[config.mk]
export PLATFORM = sky130hd
export DESIGN_NAME = router_fsm_ctrl
export DESIGN_NICKNAME = d
export VERILOG_FILES = /design/src/rtl/router_fsm_ctrl.sv
export SDC_FILE = /design/constraint.sdc
export NUM_CORES = 1
export LEC_CHECK = 0
export CORE_MARGIN = 2
export CORE_UTILIZATION = 35
export DETAILED_ROUTE_END_ITERATION = 10
export PLACE_DENSITY = 0.65
export SYNTH_ARGS = -nofsm -noshare
export SYNTH_HDL_FRONTEND = slang
export SYNTH_SLANG_ARGS = --single-unit
export TNS_END_PERCENT = 20
[constraint.sdc]
create_clock -name clk -period 1.6 [get_ports clk]
set_input_delay 0.32 -clock clk [delete_from_list [all_inputs] [get_ports clk]]
set_output_delay 0.32 -clock clk [all_outputs]
set_load 0.005 [all_outputs]
[src/rtl/router_fsm_ctrl.sv]
// router_fsm_ctrl: packet-reception controller for the 1x3 router.
// Decodes the header address, selects a destination FIFO and sequences
// header/payload/parity writes, with full back-pressure and per-port soft reset.
// Optional feature macro: ROUTER_FSM_TIMEOUT_EN adds a WAIT_TILL_EMPTY timeout
// that abandons the packet and pulses timeout_drop.
module router_fsm_ctrl #(
  parameter int NUM_DEST    = 3,
  parameter int TIMEOUT_CYC = 30
) (
  input  logic       clk,
  input  logic       rst,
  input  logic       pkt_valid,
  input  logic [1:0] data_in,
  input  logic [2:0] fifo_full,
  input  logic [2:0] fifo_empty,
  input  logic [2:0] soft_rst,
  input  logic       parity_done,
  input  logic       low_pkt_valid,
  output logic       detect_add,
  output logic       lfd_state,
  output logic       ld_state,
  output logic       laf_state,
  output logic       full_state,
  output logic       write_enb_reg,
  output logic       rst_int_reg,
  output logic       busy,
  output logic [1:0] fifo_sel,
  output logic       timeout_drop
);

  typedef enum logic [2:0] {
    DECODE_ADDRESS,
    WAIT_TILL_EMPTY,
    LOAD_FIRST_DATA,
    LOAD_DATA,
    LOAD_PARITY,
    CHECK_PARITY_ERROR,
    FIFO_FULL_STATE,
    LOAD_AFTER_FULL
  } state_t;

  // The address code one past the last destination is never routable.
  localparam logic [1:0] INVALID_ADDR = 2'(NUM_DEST);

  if (TIMEOUT_CYC < 1 || TIMEOUT_CYC > 31) begin : g_bad_timeout
    $error("router_fsm_ctrl: TIMEOUT_CYC must be in 1..31");
  end

  state_t state;
  state_t next_state;
  logic   hdr_ok;
  logic   sel_full;
  logic   sel_empty;
  logic   sel_soft_rst;
  logic   timeout_hit;

  // Once a packet is accepted, only the latched destination's flags matter.
  assign hdr_ok       = pkt_valid && (data_in != INVALID_ADDR);
  assign sel_full     = fifo_full[fifo_sel];
  assign sel_empty    = fifo_empty[fifo_sel];
  assign sel_soft_rst = soft_rst[fifo_sel];

`ifdef ROUTER_FSM_TIMEOUT_EN
  localparam logic [4:0] TIMEOUT_LAST = 5'(TIMEOUT_CYC - 1);

  logic [4:0] wait_cnt;

  // Count cycles spent in WAIT_TILL_EMPTY; held at zero everywhere else so
  // every entry starts a fresh count.
  always_ff @(posedge clk or posedge rst) begin
    if (rst) begin
      wait_cnt <= '0;
    end else if (state != WAIT_TILL_EMPTY) begin
      wait_cnt <= '0;
    end else begin
      wait_cnt <= wait_cnt + 5'd1;
    end
  end

  assign timeout_hit = (state == WAIT_TILL_EMPTY) && !sel_empty &&
                       (wait_cnt == TIMEOUT_LAST);
`else
  assign timeout_hit = 1'b0;
`endif

  // Next-state logic; a soft reset on the selected port overrides everything.
  always_comb begin
    // NOTE: assigning a default before any branch keeps this block free of
    // inferred latches when a case arm leaves next_state untouched.
    next_state = state;
    if ((state != DECODE_ADDRESS) && sel_soft_rst) begin
      next_state = DECODE_ADDRESS;
    end else begin
      case (state)
        DECODE_ADDRESS: begin
          if (hdr_ok) begin
            next_state = fifo_empty[data_in] ? LOAD_FIRST_DATA : WAIT_TILL_EMPTY;
          end
        end
        WAIT_TILL_EMPTY: begin
          if (sel_empty)        next_state = LOAD_FIRST_DATA;
          else if (timeout_hit) next_state = DECODE_ADDRESS;
        end
        LOAD_FIRST_DATA: next_state = LOAD_DATA;
        LOAD_DATA: begin
          if (sel_full)        next_state = FIFO_FULL_STATE;
          else if (!pkt_valid) next_state = LOAD_PARITY;
        end
        LOAD_PARITY: next_state = CHECK_PARITY_ERROR;
        CHECK_PARITY_ERROR: begin
          next_state = sel_full ? FIFO_FULL_STATE : DECODE_ADDRESS;
        end
        FIFO_FULL_STATE: begin
          if (!sel_full) next_state = LOAD_AFTER_FULL;
        end
        LOAD_AFTER_FULL: begin
          if (parity_done)        next_state = DECODE_ADDRESS;
          else if (low_pkt_valid) next_state = LOAD_PARITY;
          else                    next_state = LOAD_DATA;
        end
        default: next_state = DECODE_ADDRESS;
      endcase
    end
  end

  // State, destination latch and outputs registered together; each output
  // is decoded from the state being entered so it lines up with that state.
  always_ff @(posedge clk or posedge rst) begin
    if (rst) begin
      // NOTE: sequential state uses non-blocking assignments so every
      // register samples pre-edge values regardless of statement order.
      state         <= DECODE_ADDRESS;
      fifo_sel      <= '0;
      timeout_drop  <= 1'b0;
      detect_add    <= 1'b1;
      lfd_state     <= 1'b0;
      ld_state      <= 1'b0;
      laf_state     <= 1'b0;
      full_state    <= 1'b0;
      write_enb_reg <= 1'b0;
      rst_int_reg   <= 1'b0;
      busy          <= 1'b0;
    end else begin
      state <= next_state;
      if ((state == DECODE_ADDRESS) && (next_state != DECODE_ADDRESS)) begin
        fifo_sel <= data_in;
      end
      timeout_drop  <= timeout_hit && !sel_soft_rst;
      detect_add    <= (next_state == DECODE_ADDRESS);
      lfd_state     <= (next_state == LOAD_FIRST_DATA);
      ld_state      <= (next_state == LOAD_DATA);
      laf_state     <= (next_state == LOAD_AFTER_FULL);
      full_state    <= (next_state == FIFO_FULL_STATE);
      rst_int_reg   <= (next_state == CHECK_PARITY_ERROR);
      write_enb_reg <= (next_state == LOAD_DATA) ||
                       (next_state == LOAD_PARITY) ||
                       (next_state == LOAD_AFTER_FULL);
      busy          <= (next_state != DECODE_ADDRESS) &&
                       (next_state != LOAD_DATA);
    end
  end

endmodule

==> out/metrics.cfg, run 1 <==
[run_status]
status=complete, but fails checks
violations=negative setup slack

[detailed_routing]
drtAntennaViolNets=0
drc=0
dr.pass1.iters=4
num_vias=767
drtIter0Drc=5
wl_um=2040
wire_per_inst_um=13.2
viasPerCell=4.98

[finish]
multi_input_area_um2=474
fin_util_pct=60.3
final_cell_area_um2=1310
syn_to_final_growth_pct=66.8
fillers=196
drive_gt1_share_pct=34.9
antenna_cells=0
largest_reg_flops=3
largest_registers=state: 3 flops, fifo_sel: 2 flops
register_area_um2=328
stdcell_count=154
fin_nets=143
top_register=state

[die]
rows=17
die-width_um=51.3
ios=27
initial_core_util_pct=36.2
core_um2=2170
die_h_um=51.3
dieArea_um2=2640

[cts]
htree_levels=1
clk_pin_slew_ns=0.07
insertion_delay_ns=0.27
cts.sinks=13
cts_buffers=3
cts_tree=yes
clockBufferDepth=2
clockRootBuffer=clkbuf_4

[critical_path]
critPathCapture=lfd_state
critPathCaptureType=register
worstPathArrival_ns=1.95
crit_start=data_in[0]
critPathMaxFanout=4
worst-endpoint-required_ns=1.81
path_depth=7
setup.worst_path.class=in2reg
crit_family=buffers and inverters
r2r_end=lfd_state
r2r-start=fifo_sel[1]
r2r_slack_ns=-0.13
cpMaxStageDelayCell=clkdlybuf4s50_1
cpPeakStageDelay_ns=0.50
startpoint_type=input port
rr_worst_depth=6
path_buf_inv=2
path_cells=clkdlybuf4s50_1, nand2_1, o22ai_1, nand4_1, buf_4, a221oi_4, and2_1

[global_route]
track_usage_pct=17.1
grt_pass1_wl_um=3420
grt_start_max_net_pins=14
grt.overflow.total=0
antenna_found_initial=0
first_global_vias=834

[placed_design]
place_area_um2=1170
place_hpwl_um=1460
io_buffers=25
placedCellCount=143
place_congestion=0.821
pre_cts_ws_ns=-0.497

[timing]
skew_ns=0.00108
tns_ns=-0.983
max_freq_ghz=0.575
drv_slew=0
setup_viol=12
setup_ws_ns=-0.138
min_period_ns=1.74
final-hold-violation-count=0
fin_crit_sh_pct=109
rsz0062_at_grt=yes

[synth]
ys_warn_count=0
synth_edf_count=0
synth_cell_types=37
synthFlopType=dfrtp_1
synth_common_cells=dfrtp_1, mux2i_1, inv_1, o21ai_0
syn-cell-area_um2=785
yosys.area.top_type_share_pct=38.3
yosysSeqAreaShare_pct=41.6
ys_seq_elements=13
synth_fp_nets=93
yosys-top-cells-area=dfrtp_1, mux2i_1, a221oi_4
syn_inst=77
avgSynthCellArea_um2=10.2
yosys.area.top_type=dfrtp_1
yosysMostFrequentCell=dfrtp_1
synth-async-reset-ratio_pct=100

[power_and_ir_drop]
p_leak_nw=0.593
p_per_area_nw_per_um2=1850
vdd_ir_drop_max_mv=1.16

[min_path]
hold_class=in2async

[flow_run]
maxCapViolations=0

-- routing by layer --
| metal | GRT usage [%] | up-vias | share of wire [%] |
|---|---|---|---|
| met5 | 0 | - | 0 |
| met4 | 5.26 | 0 | 0 |
| met3 | 4.68 | 0 | 5.6 |
| met2 | 31.8 | 24 | 52 |
| met1 | 18.8 | 359 | 43 |
| li1 | - | 384 | - |
-- through the flow --
stage	power, mW	hold WS [ns]
after global routing	2.62	0.424
final	2.42	0.361
after detailed placement	1.93	0.670
after floorplan	1.37	0.196
after global placement	1.89	0.661
after CTS	2.29	0.362
-- logic make-up after synthesis --
kind of cell	after synthesis	synth area share, %
multiplexers	9	11.8
flip-flops	13	41.6
AND/OR/NAND/NOR	21	15.6
buffers and inverters	11	7.81
AO/OA/AOI/OAI	22	22.6
other	1	0.478
-- worst register-to-register path: stages, from the launching register on --
cell	delay (ns)
dfrtp_2	0.47
nor2b_4	0.15
a221oi_2	0.26
o21ai_2	0.11
buf_4	0.16
a221oi_4	0.35
and2_1	0.18
-- worst min path at each step --
stage / to / start / depth (start not counted) / slack, ns
2_1_floorplan: busy / rst / 1 / 0.20
3_3_place_gp: fifo_sel[1] / rst / 2 / 0.66
3_5_place_dp: fifo_sel[0] / rst / 2 / 0.67
4_1_cts: state[2] / rst / 2 / 0.36
5_1_grt: rst_int_reg / rst / 2 / 0.42
6_report: fifo_sel[0] / rst / 2 / 0.36
-- layout by cell type (no fill, tap or decap), types with 3 or more instances in the layout --
cell / netlist / routed
nand2_1: 3 / 3
buf_4: 1 / 24
clkbuf_4: 0 / 3
dlygate4sd2_1: 0 / 6
inv_1: 6 / 6
o21ai_0: 4 / 4
clkdlybuf4s50_1: 0 / 19
mux2i_2: 0 / 3
mux2i_1: 7 / 4
dfrtp_1: 12 / 11
a21oi_1: 3 / 3
-- power breakdown --
| group | switching, mW | internal [mW] | leakage [nW] | total [mW] |
|---|---|---|---|---|
| Sequential | 0.0977 | 0.466 | 0.165 | 0.564 |
| Combinational | 0.755 | 0.911 | 0.412 | 1.67 |
| Clock | 0.0962 | 0.0964 | 0.0150 | 0.193 |
| Total | 0.949 | 1.47 | 0.593 | 2.42 |
-- what timing repair did --
| item | in CTS | in global routing |
|---|---|---|
| gates resized for setup | 13 | 5 |
| cloned | 1 | 0 |
| hold buffers | 0 | 0 |
| pin swaps | 5 | 6 |
| buffers inserted | 4 | 2 |
| setup endpoints to repair | 13 | 12 |
-- final cells by class --
| type | count | area share (%) |
|---|---|---|
| Inverter | 6 | 1.72 |
| Multi-Input combinational cell | 54 | 36.2 |
| Timing Repair Buffer | 49 | 32.3 |
| Tap cell | 28 | 2.68 |
| Clock buffer | 4 | 2.01 |
| Sequential cell | 13 | 25.0 |
Power figures use the tool's default switching activity.
==> run 2, diff against run 1 <==
--- a/config.mk
+++ b/config.mk
@@ -8,7 +8,7 @@
 export CORE_MARGIN = 2
 export CORE_UTILIZATION = 35
 export DETAILED_ROUTE_END_ITERATION = 10
-export PLACE_DENSITY = 0.65
+export PLACE_DENSITY = 0.68
 export SYNTH_ARGS = -nofsm -noshare
 export SYNTH_HDL_FRONTEND = slang
 export SYNTH_SLANG_ARGS = --single-unit
==> run 2 against run 1 <==
Effect of this change: the run still ends with negative setup slack left; final cell count down 3.9%; cell area is 2.3% lower; global-route usage decreased by 0.20 points; sequential share of layout area rose by 0.59 points; first-iteration DRC count grew 120%; non-clock buffer count down 6; largest power group unchanged.
==> out/metrics.cfg, run 2 (synthesized netlist as in run 1, its figures left out) <==
[run_status]
status=complete, but fails checks
violations=negative setup slack

[cts]
cts_buffers=3
htree_levels=1
clockBufferDepth=2
insertion_delay_ns=0.27
cts_tree=yes
clockRootBuffer=clkbuf_4
cts.sinks=13
clk_pin_slew_ns=0.08

[critical_path]
worstPathArrival_ns=1.95
r2r-start=fifo_sel[1]
cpPeakStageDelay_ns=0.51
worst-endpoint-required_ns=1.79
crit_family=compound AO/OA/AOI/OAI gates
path_buf_inv=1
cpMaxStageDelayCell=clkdlybuf4s50_1
path_cells=clkdlybuf4s50_1, nor2b_1, a221oi_2, o21ai_2, a221oi_4, mux2i_1
startpoint_type=input port
r2r_end=write_enb_reg
rr_worst_depth=5
path_depth=6
setup.worst_path.class=in2reg
r2r_slack_ns=-0.16
critPathMaxFanout=5
critPathCaptureType=register

[global_route]
track_usage_pct=16.9
grt_pass1_wl_um=3370
grt_start_max_net_pins=14
grt.overflow.total=0
antenna_found_initial=0
first_global_vias=809

[finish]
syn_to_final_growth_pct=63.0
largest_reg_flops=3
final_common_cell=clkdlybuf4s50_1
largest_registers=state: 3 flops, fifo_sel: 2 flops
final_cell_mix=clkdlybuf4s50_1, buf_4, dfrtp_1, inv_1, mux2i_1
antenna_cells=0
fin_nets=137
drive_gt1_share_pct=33.3
top_register=state

[die]
rows=17
dieArea_um2=2640
initial_core_util_pct=36.2
ios=27
die-width_um=51.3
die_h_um=51.3
core_um2=2170

[detailed_routing]
viasPerCell=5.12
drc=0
drtAntennaViolNets=0
dr.pass1.iters=3
wl_um=1960
wire_per_inst_um=13.3
num_vias=758
drtIter0Drc=11

[flow_run]
maxCapViolations=0

[timing]
setup_ws_ns=-0.159
setup_viol=11
drv_slew=0
max_freq_ghz=0.568
min_period_ns=1.76
fin_crit_sh_pct=110
whs_ns=0.356
rsz0062_at_grt=yes
final-hold-violation-count=0
skew_ns=0.00400

[power_and_ir_drop]
p_per_area_nw_per_um2=1820
p_leak_nw=0.594
vdd_ir_drop_max_mv=1.13

[placed_design]
place_congestion=0.874
pre_cts_ws_ns=-0.448
io_buffers=25
place_hpwl_um=1490

[min_path]
hold_class=in2async

## run 2: cell count changes in the layout (fill, tap and decap cells not counted), moves of 2 or more
cell	change
o21ai_0	-2
o21ai_1	+2
buf_4	-6
dlymetal6s2s_1	+4
dlygate4sd2_1	-5
## run 2: worst max path at each step
stage | start | end | slack (ns)
after detailed placement | data_in[1] | write_enb_reg | -0.45
after floorplan | fifo_sel[1] | busy | -0.1
final | pkt_valid | write_enb_reg | -0.16
after global placement | fifo_empty[2] | write_enb_reg | -0.46
after CTS | fifo_sel[1] | write_enb_reg | -0.17
after global routing | fifo_sel[1] | write_enb_reg | -0.25
## run 2: metrics by stage
stage | power, mW | cell area, um2 | util [%] | instances | setup TNS [ns]
after floorplan | 1.37 | 792 | - | 77 | -0.507
after global placement | 1.91 | 1170 | 53.7 | 142 | -4.11
after detailed placement | 1.93 | 1170 | 53.7 | 142 | -4.26
after CTS | 2.27 | 1240 | 57.3 | 148 | -1.31
after global routing | 2.52 | 1280 | 58.9 | 148 | -2.11
final | 2.33 | 1280 | 58.9 | 148 | -0.903
## run 2: layout make-up
| class | instances | area (um2) |
|---|---|---|
| inverter | 6 | 22.5 |
| clock buffer | 3 | 22.5 |
| sequential | 13 | 328 |
| multi-input combinational | 54 | 472 |
| tap | 28 | 35.0 |
| timing repair buffer | 43 | 394 |
| clock inverter | 1 | 5.00 |
| fill | 200 | 891 |
## run 2: power breakdown
| part | internal (mW) | leakage, nW | switching, mW | total [mW] |
|---|---|---|---|---|
| combinational | 0.847 | 0.411 | 0.722 | 1.57 |
| clock | 0.0924 | 0.0177 | 0.0996 | 0.192 |
| sequential | 0.467 | 0.165 | 0.104 | 0.571 |
| total | 1.41 | 0.594 | 0.926 | 2.33 |
## run 2: repair_timing
action                     CTS  global route
gates cloned                 1             0
hold buffers                 0             0
buffers inserted             1             0
pin swaps                    4             2
setup endpoints to repair   13            12
resized for setup            8            11
## run 2: per-layer routing
| metal | track usage, % | share of wire (%) |
|---|---|---|
| met1 | 19.9 | 42 |
| met3 | 2.34 | 4.9 |
| met5 | 0 | 0 |
| met2 | 30.3 | 51 |
| met4 | 7.89 | 2.3 |
